===== config.mk =====
export PLATFORM = sky130hd
export DESIGN_NAME = ray_scheduler
export DESIGN_NICKNAME = d
export VERILOG_FILES = /design/src/rtl/vector_pkg.sv /design/src/rtl/ray_dir_gen.sv /design/src/rtl/ray_scheduler.sv
export SDC_FILE = /design/constraint.sdc
export NUM_CORES = 2
export LEC_CHECK = 0
export CAP_MARGIN = 25
export CELL_PAD_IN_SITES_DETAIL_PLACEMENT = 0
export CELL_PAD_IN_SITES_GLOBAL_PLACEMENT = 1
export CORE_MARGIN = 2
export CORE_UTILIZATION = 43
export CTS_CLUSTER_SIZE = 28
export DETAILED_ROUTE_END_ITERATION = 6
export GPL_ROUTABILITY_DRIVEN = 0
export HOLD_SLACK_MARGIN = 0.03
export PLACE_DENSITY_LB_ADDON = 0.1
export SLEW_MARGIN = 20
export SYNTH_ARGS = -nofsm -noshare
export SYNTH_HDL_FRONTEND = slang
export SYNTH_SLANG_ARGS = --single-unit

===== constraint.sdc =====
create_clock -name clk -period 5.6 [get_ports clk]
set_input_delay 1.12 -clock clk [delete_from_list [all_inputs] [get_ports clk]]
set_output_delay 1.12 -clock clk [all_outputs]
set_load 0.02 [all_outputs]

===== src/rtl/vector_pkg.sv =====
`default_nettype none
// ============================================================================
// vector_pkg : Q8.24 fixed-point vector types and scheduler state encoding
// Rev 1.0
// ============================================================================
package vector_pkg;

  // Q8.24 signed fixed point; adds wrap on overflow.
  typedef logic signed [31:0] fp;

  typedef struct packed {
    fp x;
    fp y;
    fp z;
  } vec3;

  localparam fp MAX_DIST_DEFAULT = 32'sh6400_0000;

  typedef enum logic [1:0] {
    ST_IDLE  = 2'd0,
    ST_RUN   = 2'd1,
    ST_DRAIN = 2'd2,
    ST_FIN   = 2'd3
  } sched_state_t;

  function automatic vec3 vec3_add(input vec3 a, input vec3 b);
    vec3 r;
    r.x = a.x + b.x;
    r.y = a.y + b.y;
    r.z = a.z + b.z;
    return r;
  endfunction

endpackage
`default_nettype wire


===== src/rtl/ray_dir_gen.sv =====
`default_nettype none
// ============================================================================
// ray_dir_gen : raster pixel counters and incremental ray direction accumulator
// Rev 1.0
// ============================================================================
module ray_dir_gen
  import vector_pkg::*;
#(
  parameter int WIDTH  = 320,
  parameter int HEIGHT = 240
) (
  input  logic        clk,
  input  logic        rst_n,
  input  logic        load_i,
  input  vec3         base_i,
  input  vec3         dx_i,
  input  vec3         dy_i,
  input  logic        advance_i,
  output logic [15:0] x_o,
  output logic [15:0] y_o,
  output vec3         dir_o,
  output logic        last_o
);

  localparam logic [15:0] X_LAST = 16'(WIDTH - 1);
  localparam logic [15:0] Y_LAST = 16'(HEIGHT - 1);

  logic [15:0] x_q, x_d, y_q, y_d;
  vec3         col_q, col_d, row_q, row_d, dx_q, dx_d, dy_q, dy_d;

  always_comb begin
    x_d   = x_q;
    y_d   = y_q;
    col_d = col_q;
    row_d = row_q;
    dx_d  = dx_q;
    dy_d  = dy_q;
    if (load_i) begin
      x_d   = '0;
      y_d   = '0;
      col_d = base_i;
      row_d = base_i;
      dx_d  = dx_i;
      dy_d  = dy_i;
    end else if (advance_i) begin
      if (x_q == X_LAST) begin
        // Row restarts from the row accumulator, so column drift never carries over.
        x_d   = '0;
        y_d   = y_q + 16'd1;
        row_d = vec3_add(row_q, dy_q);
        col_d = row_d;
      end else begin
        x_d   = x_q + 16'd1;
        col_d = vec3_add(col_q, dx_q);
      end
    end
  end

  always_ff @(posedge clk or negedge rst_n) begin
    if (!rst_n) begin
      x_q   <= '0;
      y_q   <= '0;
      col_q <= '0;
      row_q <= '0;
      dx_q  <= '0;
      dy_q  <= '0;
    end else begin
      x_q   <= x_d;
      y_q   <= y_d;
      col_q <= col_d;
      row_q <= row_d;
      dx_q  <= dx_d;
      dy_q  <= dy_d;
    end
  end

  assign x_o    = x_q;
  assign y_o    = y_q;
  assign dir_o  = col_q;
  assign last_o = (x_q == X_LAST) && (y_q == Y_LAST);

endmodule
`default_nettype wire


===== src/rtl/ray_scheduler.sv =====
`default_nettype none
// ============================================================================
// ray_scheduler : issues raster pixels to ray marcher units, retires in order
// Rev 1.0
// ============================================================================
module ray_scheduler
  import vector_pkg::*;
#(
  parameter int WIDTH     = 320,
  parameter int HEIGHT    = 240,
  parameter int NUM_UNITS = 2,
  parameter int TIMEOUT   = 1024,
  parameter fp  MAX_DIST  = MAX_DIST_DEFAULT
) (
  input  logic                 clk,
  input  logic                 rst_n,
  input  logic                 frame_start,
  input  vec3                  cam_origin,
  input  vec3                  dir_base,
  input  vec3                  dir_dx,
  input  vec3                  dir_dy,
  output logic [NUM_UNITS-1:0] unit_start,
  output vec3                  unit_origin,
  output vec3 [NUM_UNITS-1:0]  unit_dir,
  input  logic [NUM_UNITS-1:0] unit_done,
  input  fp [NUM_UNITS-1:0]    unit_dist,
  output logic                 res_valid,
  input  logic                 res_ready,
  output logic [15:0]          res_x,
  output logic [15:0]          res_y,
  output fp                    res_dist,
  output logic                 res_hit,
  output logic                 busy,
  output logic                 frame_done
);

  localparam int              PTR_W    = (NUM_UNITS > 1) ? $clog2(NUM_UNITS) : 1;
  localparam int              TMO_W    = $clog2(TIMEOUT + 1);
  localparam logic [PTR_W-1:0] LAST_PTR = PTR_W'(NUM_UNITS - 1);
  localparam logic [TMO_W-1:0] TMO_MAX  = TMO_W'(TIMEOUT);

  sched_state_t                         state_q;
  logic [PTR_W-1:0]                     issue_ptr_q, retire_ptr_q;
  logic [NUM_UNITS-1:0]                 unit_busy_q, unit_start_q;
  vec3                                  origin_q;
  vec3 [NUM_UNITS-1:0]                  unit_dir_q;
  logic [NUM_UNITS-1:0][15:0]           unit_x_q, unit_y_q;
  logic [NUM_UNITS-1:0][TMO_W-1:0]      tmo_q;
  logic                                 res_valid_q, res_hit_q, frame_done_q;
  logic [15:0]                          res_x_q, res_y_q;
  fp                                    res_dist_q;

  logic        gen_load, gen_last;
  logic [15:0] gen_x, gen_y;
  vec3         gen_dir;
  logic        rp_done, rp_tmo, retire_fire, issue_fire, drain_done;

  ray_dir_gen #(
    .WIDTH (WIDTH),
    .HEIGHT(HEIGHT)
  ) u_dir_gen (
    .clk      (clk),
    .rst_n    (rst_n),
    .load_i   (gen_load),
    .base_i   (dir_base),
    .dx_i     (dir_dx),
    .dy_i     (dir_dy),
    .advance_i(issue_fire),
    .x_o      (gen_x),
    .y_o      (gen_y),
    .dir_o    (gen_dir),
    .last_o   (gen_last)
  );

  // A unit's done level is stale while its start pulse is still on the wire.
  assign rp_done     = unit_done[retire_ptr_q];
  assign rp_tmo      = (tmo_q[retire_ptr_q] == TMO_MAX);
  assign retire_fire = unit_busy_q[retire_ptr_q] && !unit_start_q[retire_ptr_q] &&
                       (rp_done || rp_tmo) && (!res_valid_q || res_ready);
  assign issue_fire  = (state_q == ST_RUN) &&
                       (!unit_busy_q[issue_ptr_q] || (retire_fire && (retire_ptr_q == issue_ptr_q)));
  assign drain_done  = (unit_busy_q == '0) && !res_valid_q;
  assign gen_load    = (state_q == ST_IDLE) && frame_start;

  always_ff @(posedge clk or negedge rst_n) begin
    if (!rst_n) begin
      state_q      <= ST_IDLE;
      issue_ptr_q  <= '0;
      retire_ptr_q <= '0;
      unit_busy_q  <= '0;
      unit_start_q <= '0;
      origin_q     <= '0;
      unit_dir_q   <= '0;
      unit_x_q     <= '0;
      unit_y_q     <= '0;
      tmo_q        <= '0;
      res_valid_q  <= 1'b0;
      res_x_q      <= '0;
      res_y_q      <= '0;
      res_dist_q   <= '0;
      res_hit_q    <= 1'b0;
      frame_done_q <= 1'b0;
    end else begin
      unit_start_q <= '0;
      frame_done_q <= 1'b0;
      for (int u = 0; u < NUM_UNITS; u++) begin
        if (unit_busy_q[u] && (tmo_q[u] != TMO_MAX)) tmo_q[u] <= tmo_q[u] + 1'b1;
      end
      if (res_valid_q && res_ready) res_valid_q <= 1'b0;

      if (retire_fire) begin
        unit_busy_q[retire_ptr_q] <= 1'b0;
        retire_ptr_q <= (retire_ptr_q == LAST_PTR) ? '0 : retire_ptr_q + 1'b1;
        res_valid_q  <= 1'b1;
        res_x_q      <= unit_x_q[retire_ptr_q];
        res_y_q      <= unit_y_q[retire_ptr_q];
        if (rp_done) begin
          res_dist_q <= unit_dist[retire_ptr_q];
          res_hit_q  <= (unit_dist[retire_ptr_q] < MAX_DIST);
        end else begin
          res_dist_q <= MAX_DIST;
          res_hit_q  <= 1'b0;
        end
      end

      // Issue after retire so a same-cycle reissue keeps the unit busy.
      if (issue_fire) begin
        unit_busy_q[issue_ptr_q]  <= 1'b1;
        unit_start_q[issue_ptr_q] <= 1'b1;
        unit_dir_q[issue_ptr_q]   <= gen_dir;
        unit_x_q[issue_ptr_q]     <= gen_x;
        unit_y_q[issue_ptr_q]     <= gen_y;
        tmo_q[issue_ptr_q]        <= '0;
        issue_ptr_q <= (issue_ptr_q == LAST_PTR) ? '0 : issue_ptr_q + 1'b1;
      end

      case (state_q)
        ST_IDLE: begin
          if (frame_start) begin
            state_q  <= ST_RUN;
            origin_q <= cam_origin;
          end
        end
        ST_RUN: begin
          if (issue_fire && gen_last) state_q <= ST_DRAIN;
        end
        ST_DRAIN: begin
          if (drain_done) begin
            state_q      <= ST_FIN;
            frame_done_q <= 1'b1;
          end
        end
        ST_FIN:  state_q <= ST_IDLE;
        default: state_q <= ST_IDLE;
      endcase
    end
  end

  assign unit_start  = unit_start_q;
  assign unit_origin = origin_q;
  assign unit_dir    = unit_dir_q;
  assign res_valid   = res_valid_q;
  assign res_x       = res_x_q;
  assign res_y       = res_y_q;
  assign res_dist    = res_dist_q;
  assign res_hit     = res_hit_q;
  assign busy        = (state_q != ST_IDLE);
  assign frame_done  = frame_done_q;

endmodule
`default_nettype wire


# Word level (Yosys, flattened, before mapping)
# Index checks and enable logic that the tools add are counted.
[word_totals]
ff_bits = 865
mem_count = 0
latchBits = 0
ramBits = 0
rom_bits = 0
wordCells = 162
out_inout_bits = 358
inputBits = 454
[classes]
shift = 0
mul = 0
n_addsub = 12
n_lt_le_gt_ge = 5
n_mux = 59
n_eq_ne = 12
n_div = 0
n_reduce_logical = 29
bitwise_logic = 5
[op_table]
columns = ["operator", "count"]
rows = [
  ["$mux 96", 7],
  ["$add 32x32->32", 6],
  ["$bwmux 192", 1],
  ["$mux 16", 11],
  ["$demux 96 s1", 1],
  ["$mux 32", 3],
  ["$bwmux 32", 2],
  ["$mux 11", 5],
  ["$add 16x1->16 const B", 2],
  ["$lt 32x32->1 const B", 1],
  ["$add 11x1->11 const B", 2],
  ["$and 22x22->22", 1],
  ["$mux 22", 1],
  ["$ne 11x11->1 const B", 2],
  ["$not 22->22", 1],
  ["$mux 1", 17],
  ["$demux 16 s1", 1],
  ["$eq 16x8->1 const B", 1],
  ["$eq 16x9->1 const B", 1],
  ["$logic_and 1x1->1", 14],
  ["$mux 2", 6],
  ["$demux 11 s1", 1],
  ["$eq 11x11->1 const B", 1],
  ["$pmux 2 s4", 1],
  ["other kinds (18)", 33],
]

# Logic depth before layout (Yosys ltp)
[logic_depth]
depth_word = 12
depth_mapped = 15
ltp_nobuf = 14

# Hierarchy
# Synthesis repeated with hierarchy kept, for this count alone.
[hier_totals]
cells_unflattened = 3990
area_unflattened_um2 = 44819.2
[by_module_without_submodules]
columns = ["mod", "cells_per_inst", "seq_area_each_um2", "n_inst", "area_per_inst_um2"]
rows = [
  ["ray_dir_gen", 2780, 10410.0, 1, 26900.8],
  ["ray_scheduler", 1210, 11235.8, 1, 17918.4],
]

# Worst setup path after synthesis
# No wires, ideal clock.
[synth_path]
path_type = "register to register"
from = "register u_dir_gen.dy_q[0] (netlist name)"
to = "register u_dir_gen.col_q (netlist bit u_dir_gen.dir_o[30])"
stages_incl_launch_ff = 14
n_path_buf = 0
slack_ns = 2.173
t_arrival_ns = 3.324
setup_time_ns = 0.104
period_less_slack_ns = 3.427
t_required_ns = 5.496
path_cell_list = "dfrtp_1 > ha_1 > fa_1 > a211o_1 > a2111oi_2 > o211a_1 > o21ai_1 > a31oi_1 > o31ai_1 > o31ai_1 > o21ai_0 > a21oi_1 > xor2_1 > a221oi_1"
[synth_via]
elab_chain_cells = 4
[synth_rtl]
columns = ["element", "line", "text"]
rows = [
  ["start: declaration", "ray_dir_gen.sv:29", "vec3 col_q, col_d, row_q, row_d, dx_q, dx_d, dy_q, dy_d;"],
  ["start signal: assignment", "ray_dir_gen.sv:73", "dy_q <= dy_d;"],
  ["$add 32x32->32", "vector_pkg.sv:30", "r.z = a.z + b.z;"],
  ["$mux 96", "ray_dir_gen.sv:46", "if (x_q == X_LAST) begin"],
  ["$mux 96", "ray_dir_gen.sv:45", "end else if (advance_i) begin"],
  ["$mux 96", "ray_dir_gen.sv:38", "if (load_i) begin"],
  ["end signal: assignment", "ray_dir_gen.sv:70", "col_q <= col_d;"],
  ["end: declaration", "ray_dir_gen.sv:29", ""],
]
# No other way between the ends. The select of a mux whose other input is x is not followed.
# A chain may end at the register's enable or synchronous reset.

# Final worst setup path
[layout_path]
from = "register u_dir_gen.col_q (netlist bit u_dir_gen.dir_o[0])"
to = "register u_dir_gen.col_q (netlist bit u_dir_gen.dir_o[30])"
[layout_via]
elab_chain_cells = 4
[layout_rtl]
columns = ["element", "line"]
rows = [
  ["$add 32x32->32", "vector_pkg.sv:30"],
  ["$mux 96", "ray_dir_gen.sv:46"],
  ["$mux 96", "ray_dir_gen.sv:45"],
  ["$mux 96", "ray_dir_gen.sv:38"],
]
# No other way between the ends. The select of a mux whose other input is x is not followed.

==> flow_results.xml <==
<?xml version="1.0" encoding="UTF-8"?>
<metrics>
  <group name="clocking">
    <metric name="clk_transition_reported_paths" unit="ns">0.07</metric>
    <metric name="htreeDepth" unit="">3</metric>
    <metric name="postCtsSetupRepairBufs" unit="">0</metric>
    <metric name="cts_hold_repair.buffers" unit="">0</metric>
    <metric name="clockRootBuffer" unit="">clkbuf_16</metric>
    <metric name="clkLatencyLatePin" unit="ns">0.68</metric>
    <metric name="tritoncts" unit="">built</metric>
    <metric name="tritoncts.num_buffers" unit="">95</metric>
    <metric name="cts_buffer_depth" unit="">3</metric>
    <metric name="clkSinkCount" unit="">865</metric>
    <metric name="cts.repair.resized" unit="">0</metric>
  </group>
  <group name="floorplanning">
    <metric name="die_x" unit="um">324</metric>
    <metric name="die_y" unit="um">324</metric>
    <metric name="num_rows" unit="">117</metric>
    <metric name="core_area" unit="um2">102000</metric>
    <metric name="initial_util" unit="">0.433</metric>
    <metric name="io_pins" unit="">812</metric>
    <metric name="design.die.area" unit="um2">105000</metric>
  </group>
  <group name="synthesis">
    <metric name="synth_async_sr_flop_share" unit="">1.00</metric>
    <metric name="complex_gate_fraction_of_the_synthesized_area" unit="">0.136</metric>
    <metric name="post_synth_instance_area" unit="um2">44100</metric>
    <metric name="synth.yosys.seq_area_share" unit="">0.491</metric>
    <metric name="post_synth_net_total" unit="">5526</metric>
    <metric name="synth_top_cell_area_share" unit="">0.491</metric>
    <metric name="synthMuxAreaShare" unit="">0.0548</metric>
    <metric name="yosys_register_bits" unit="">865</metric>
    <metric name="synth_top_family_by_area" unit="">simple AND/OR/NAND/NOR gates</metric>
    <metric name="synth_simple_gate_area_frac" unit="">0.192</metric>
    <metric name="netlist-cell-type-count" unit="">80</metric>
    <metric name="yosys_warnings" unit="">0</metric>
    <metric name="synth_xor_area_frac" unit="">0.0413</metric>
    <metric name="post_synth_fa_ha_maj_area_fraction" unit="">0.0583</metric>
    <metric name="post_synth_inst_count" unit="">4870</metric>
    <metric name="postSynth.topFlopCell" unit="">dfrtp_1</metric>
    <metric name="commonest_cells_in_the_synthesized_netlist" unit="">nand2_1 (1559), dfrtp_1 (865), a21oi_1 (293)</metric>
    <metric name="synth_area_leader_cell" unit="">dfrtp_1</metric>
    <metric name="synth_area_per_cell" unit="um2">9.05</metric>
    <metric name="post-synth-top-count-cell" unit="">nand2_1</metric>
    <metric name="yosys-top-cells-area" unit="">dfrtp_1 (49%), nand2_1 (13%), ha_1 (5.6%)</metric>
    <metric name="synth_enable_flop_cells" unit="">0</metric>
  </group>
  <group name="critical_path">
    <metric name="crit_path_start_kind" unit="">flop</metric>
    <metric name="ff2ff_setup_slack" unit="ns">1.02</metric>
    <metric name="worst_setup_path_startpoint" unit="">u_dir_gen.dir_o[0]</metric>
    <metric name="timing.critical_path.slowest_stage_cell" unit="">o41ai_1</metric>
    <metric name="crit_path_end_kind" unit="">flop</metric>
    <metric name="max_stage_delay" unit="ns">0.59</metric>
    <metric name="largest_fanout_on_the_critical_path" unit="">4</metric>
    <metric name="timing_worst_setup_path_type" unit="">flop to flop</metric>
    <metric name="arrival" unit="ns">5.06</metric>
    <metric name="timing.critical_path.to" unit="">u_dir_gen.dir_o[30]</metric>
    <metric name="crit_chain" unit="">ha_1 &gt; fa_1 &gt; a21oi_1 &gt; o21ai_0 &gt; o211ai_1 &gt; a21oi_1 &gt; o41ai_1 &gt; a21oi_1 &gt; a211oi_1 &gt; o21ai_0 &gt; o21ai_0 &gt; xor2_1 &gt; a221oi_1</metric>
    <metric name="critical-path-top-delay-family" unit="">compound AO/OA/AOI/OAI gates</metric>
    <metric name="worstPathRequired" unit="ns">6.08</metric>
    <metric name="rr_endpoint" unit="">u_dir_gen.dir_o[30]</metric>
    <metric name="worst-path-stages" unit="">13</metric>
    <metric name="cp.buffers_inverters" unit="">0</metric>
    <metric name="crit-reg2reg-launch" unit="">u_dir_gen.dir_o[0]</metric>
    <metric name="worst_r2r_path_depth" unit="">13</metric>
  </group>
  <group name="global_route">
    <metric name="grt_overflow" unit="">0</metric>
    <metric name="grt_pass1_wl" unit="um">229000</metric>
    <metric name="grt_antenna_before_repair" unit="">22</metric>
    <metric name="grt_max_degree" unit="">181</metric>
    <metric name="grt_usage" unit="">0.285</metric>
    <metric name="first_global_vias" unit="">36900</metric>
  </group>
  <group name="layout">
    <metric name="multi_input_area" unit="um2">21400</metric>
    <metric name="layout_area_growth_over_synthesis" unit="%">29.5</metric>
    <metric name="finish.net_count" unit="">6260</metric>
    <metric name="proportion_of_layout_cells_with_a_drive_suffix_above_1" unit="">0.0692</metric>
    <metric name="sequential_standard_cell_area" unit="um2">21600</metric>
    <metric name="final.fill_count" unit="">9340</metric>
  </group>
  <group name="timing">
    <metric name="setup_viol_count_final" unit="">0</metric>
    <metric name="setup-tns-final" unit="ns">0</metric>
    <metric name="worst_pin_slew" unit="ns">1.08</metric>
    <metric name="final.min_clock_period" unit="ns">4.58</metric>
    <metric name="grt_setup_unrepaired" unit="">false</metric>
    <metric name="clock-skew-final" unit="ns">0.0347</metric>
    <metric name="final_count_of_pins_violating_max_slew" unit="">0</metric>
    <metric name="fin_hold_ws" unit="ns">0.470</metric>
    <metric name="max_freq" unit="MHz">218</metric>
    <metric name="period_share" unit="">0.818</metric>
    <metric name="max-slew-margin-rel" unit="">0.278</metric>
    <metric name="finalHoldViolations" unit="">0</metric>
  </group>
  <group name="power">
    <metric name="power_density" unit="nW/um2">670</metric>
    <metric name="peakVddDrop" unit="V">0.000323</metric>
    <metric name="total_leakage_power" unit="nW">26.9</metric>
  </group>
  <group name="route">
    <metric name="drt-wirelength-per-cell" unit="um">21.7</metric>
    <metric name="postRouteWirelength" unit="um">153000</metric>
    <metric name="dr_total_vias" unit="">37900</metric>
    <metric name="initialDrtViolationCount" unit="">2556</metric>
    <metric name="route.antenna.remaining_nets" unit="">0</metric>
    <metric name="residual_drc_count" unit="">0</metric>
    <metric name="detail_route.vias_per_cell" unit="">5.38</metric>
    <metric name="detail_route.first_pass.iterations" unit="">7</metric>
  </group>
  <group name="outcome">
    <metric name="status" unit="">finished, final reports clean</metric>
  </group>
  <group name="run">
    <metric name="timing.max_cap.violations" unit="">0</metric>
  </group>
  <group name="place">
    <metric name="dp_hpwl" unit="um">110000</metric>
    <metric name="portBuffers" unit="">811</metric>
  </group>
  <group name="hold_path">
    <metric name="hp-class" unit="">flop to flop</metric>
    <metric name="min_path_cells" unit="">2</metric>
  </group>
</metrics>
[worst min path at each step]
stage	startpoint	to	slack, ns
2_1_floorplan	unit_x_q[31]	unit_x_q[31]	0.45
4_1_cts	unit_origin[62]	unit_origin[62]	0.48
5_1_grt	unit_y_q[19]	unit_y_q[19]	0.49
3_3_place_gp	unit_origin[54]	unit_origin[54]	0.46
3_5_place_dp	unit_origin[62]	unit_origin[62]	0.46
6_report	unit_origin[79]	unit_origin[79]	0.47
[stage by stage]
step | utilization | worst slack, ns | total power, mW | area (um2) | std cells
2_1_floorplan | - | 2.17 | 24.4 | 44100 | 4870
3_3_place_gp | 0.528 | 0.640 | 31.4 | 53800 | 6872
3_5_place_dp | 0.528 | 0.615 | 31.6 | 53800 | 6872
4_1_cts | 0.560 | 1.14 | 38.4 | 57000 | 7043
5_1_grt | 0.561 | 0.780 | 41.1 | 57100 | 7049
6_report | 0.561 | 1.02 | 38.3 | 57100 | 7052
[cells in the final DEF (no fill, tap or decap), types with 111 or more instances in the layout]
master and instances:
dfrtp_1 864, ha_1 196, o21ai_0 266, clkdlybuf4s50_1 810, nor2_1 260, nand2_1 1552
mux2_2 130, xnor2_1 111, a21oi_1 293
[tightest hold or removal path: stages, from the launching register on]
cell	delay (ns)
dfrtp_1	0.34
nand2_1	0.05
nand2_1	0.05
[registers in the layout, summed over array words and instances, names as in the netlist, 16 cells and up]
name,cells
unit_dir,192
u_dir_gen.dir_o,96
u_dir_gen.dx_q,96
u_dir_gen.dy_q,96
u_dir_gen.row_q,96
unit_origin,96
res_dist,32
unit_x_q,32
unit_y_q,32
tmo_q,22
res_x,16
res_y,16
u_dir_gen.x_o,16
u_dir_gen.y_o,16
[area by class of cell]
type,count,area share
Antenna cell,6,0.000263
Clock buffer,142,0.0507
Clock inverter,29,0.00633
Inverter,68,0.00456
Multi-Input combinational cell,3704,0.375
Sequential cell,865,0.379
Tap cell,1368,0.0300
Timing Repair Buffer,870,0.154
[metal layers]
metal / global-route usage / vias up / share of wire
li1: - / 18100 / -
met1: 0.384 / 18500 / 0.44
met2: 0.465 / 1094 / 0.47
met3: 0.0586 / 224 / 0.068
met4: 0.0785 / 20 / 0.024
met5: 0 / - / 0.00081
[kinds of logic after synthesis]
family,Yosys count
AO/OA/AOI/OAI,978
adder cells (fa/ha/maj),202
multiplexers,225
buffers and inverters,301
flip-flops,865
XOR/XNOR,208
AND/OR/NAND/NOR,2091
[power breakdown]
| group | total, mW | internal, mW | leakage, nW | switching (mW) |
|---|---|---|---|---|
| registers | 11.0 | 8.86 | 10.8 | 2.17 |
| clock network | 6.58 | 3.89 | 1.60 | 2.69 |
| logic | 20.7 | 8.70 | 14.5 | 12.0 |
| total | 38.3 | 21.4 | 26.9 | 16.8 |
No activity file was read; power rests on OpenSTA's default activity.
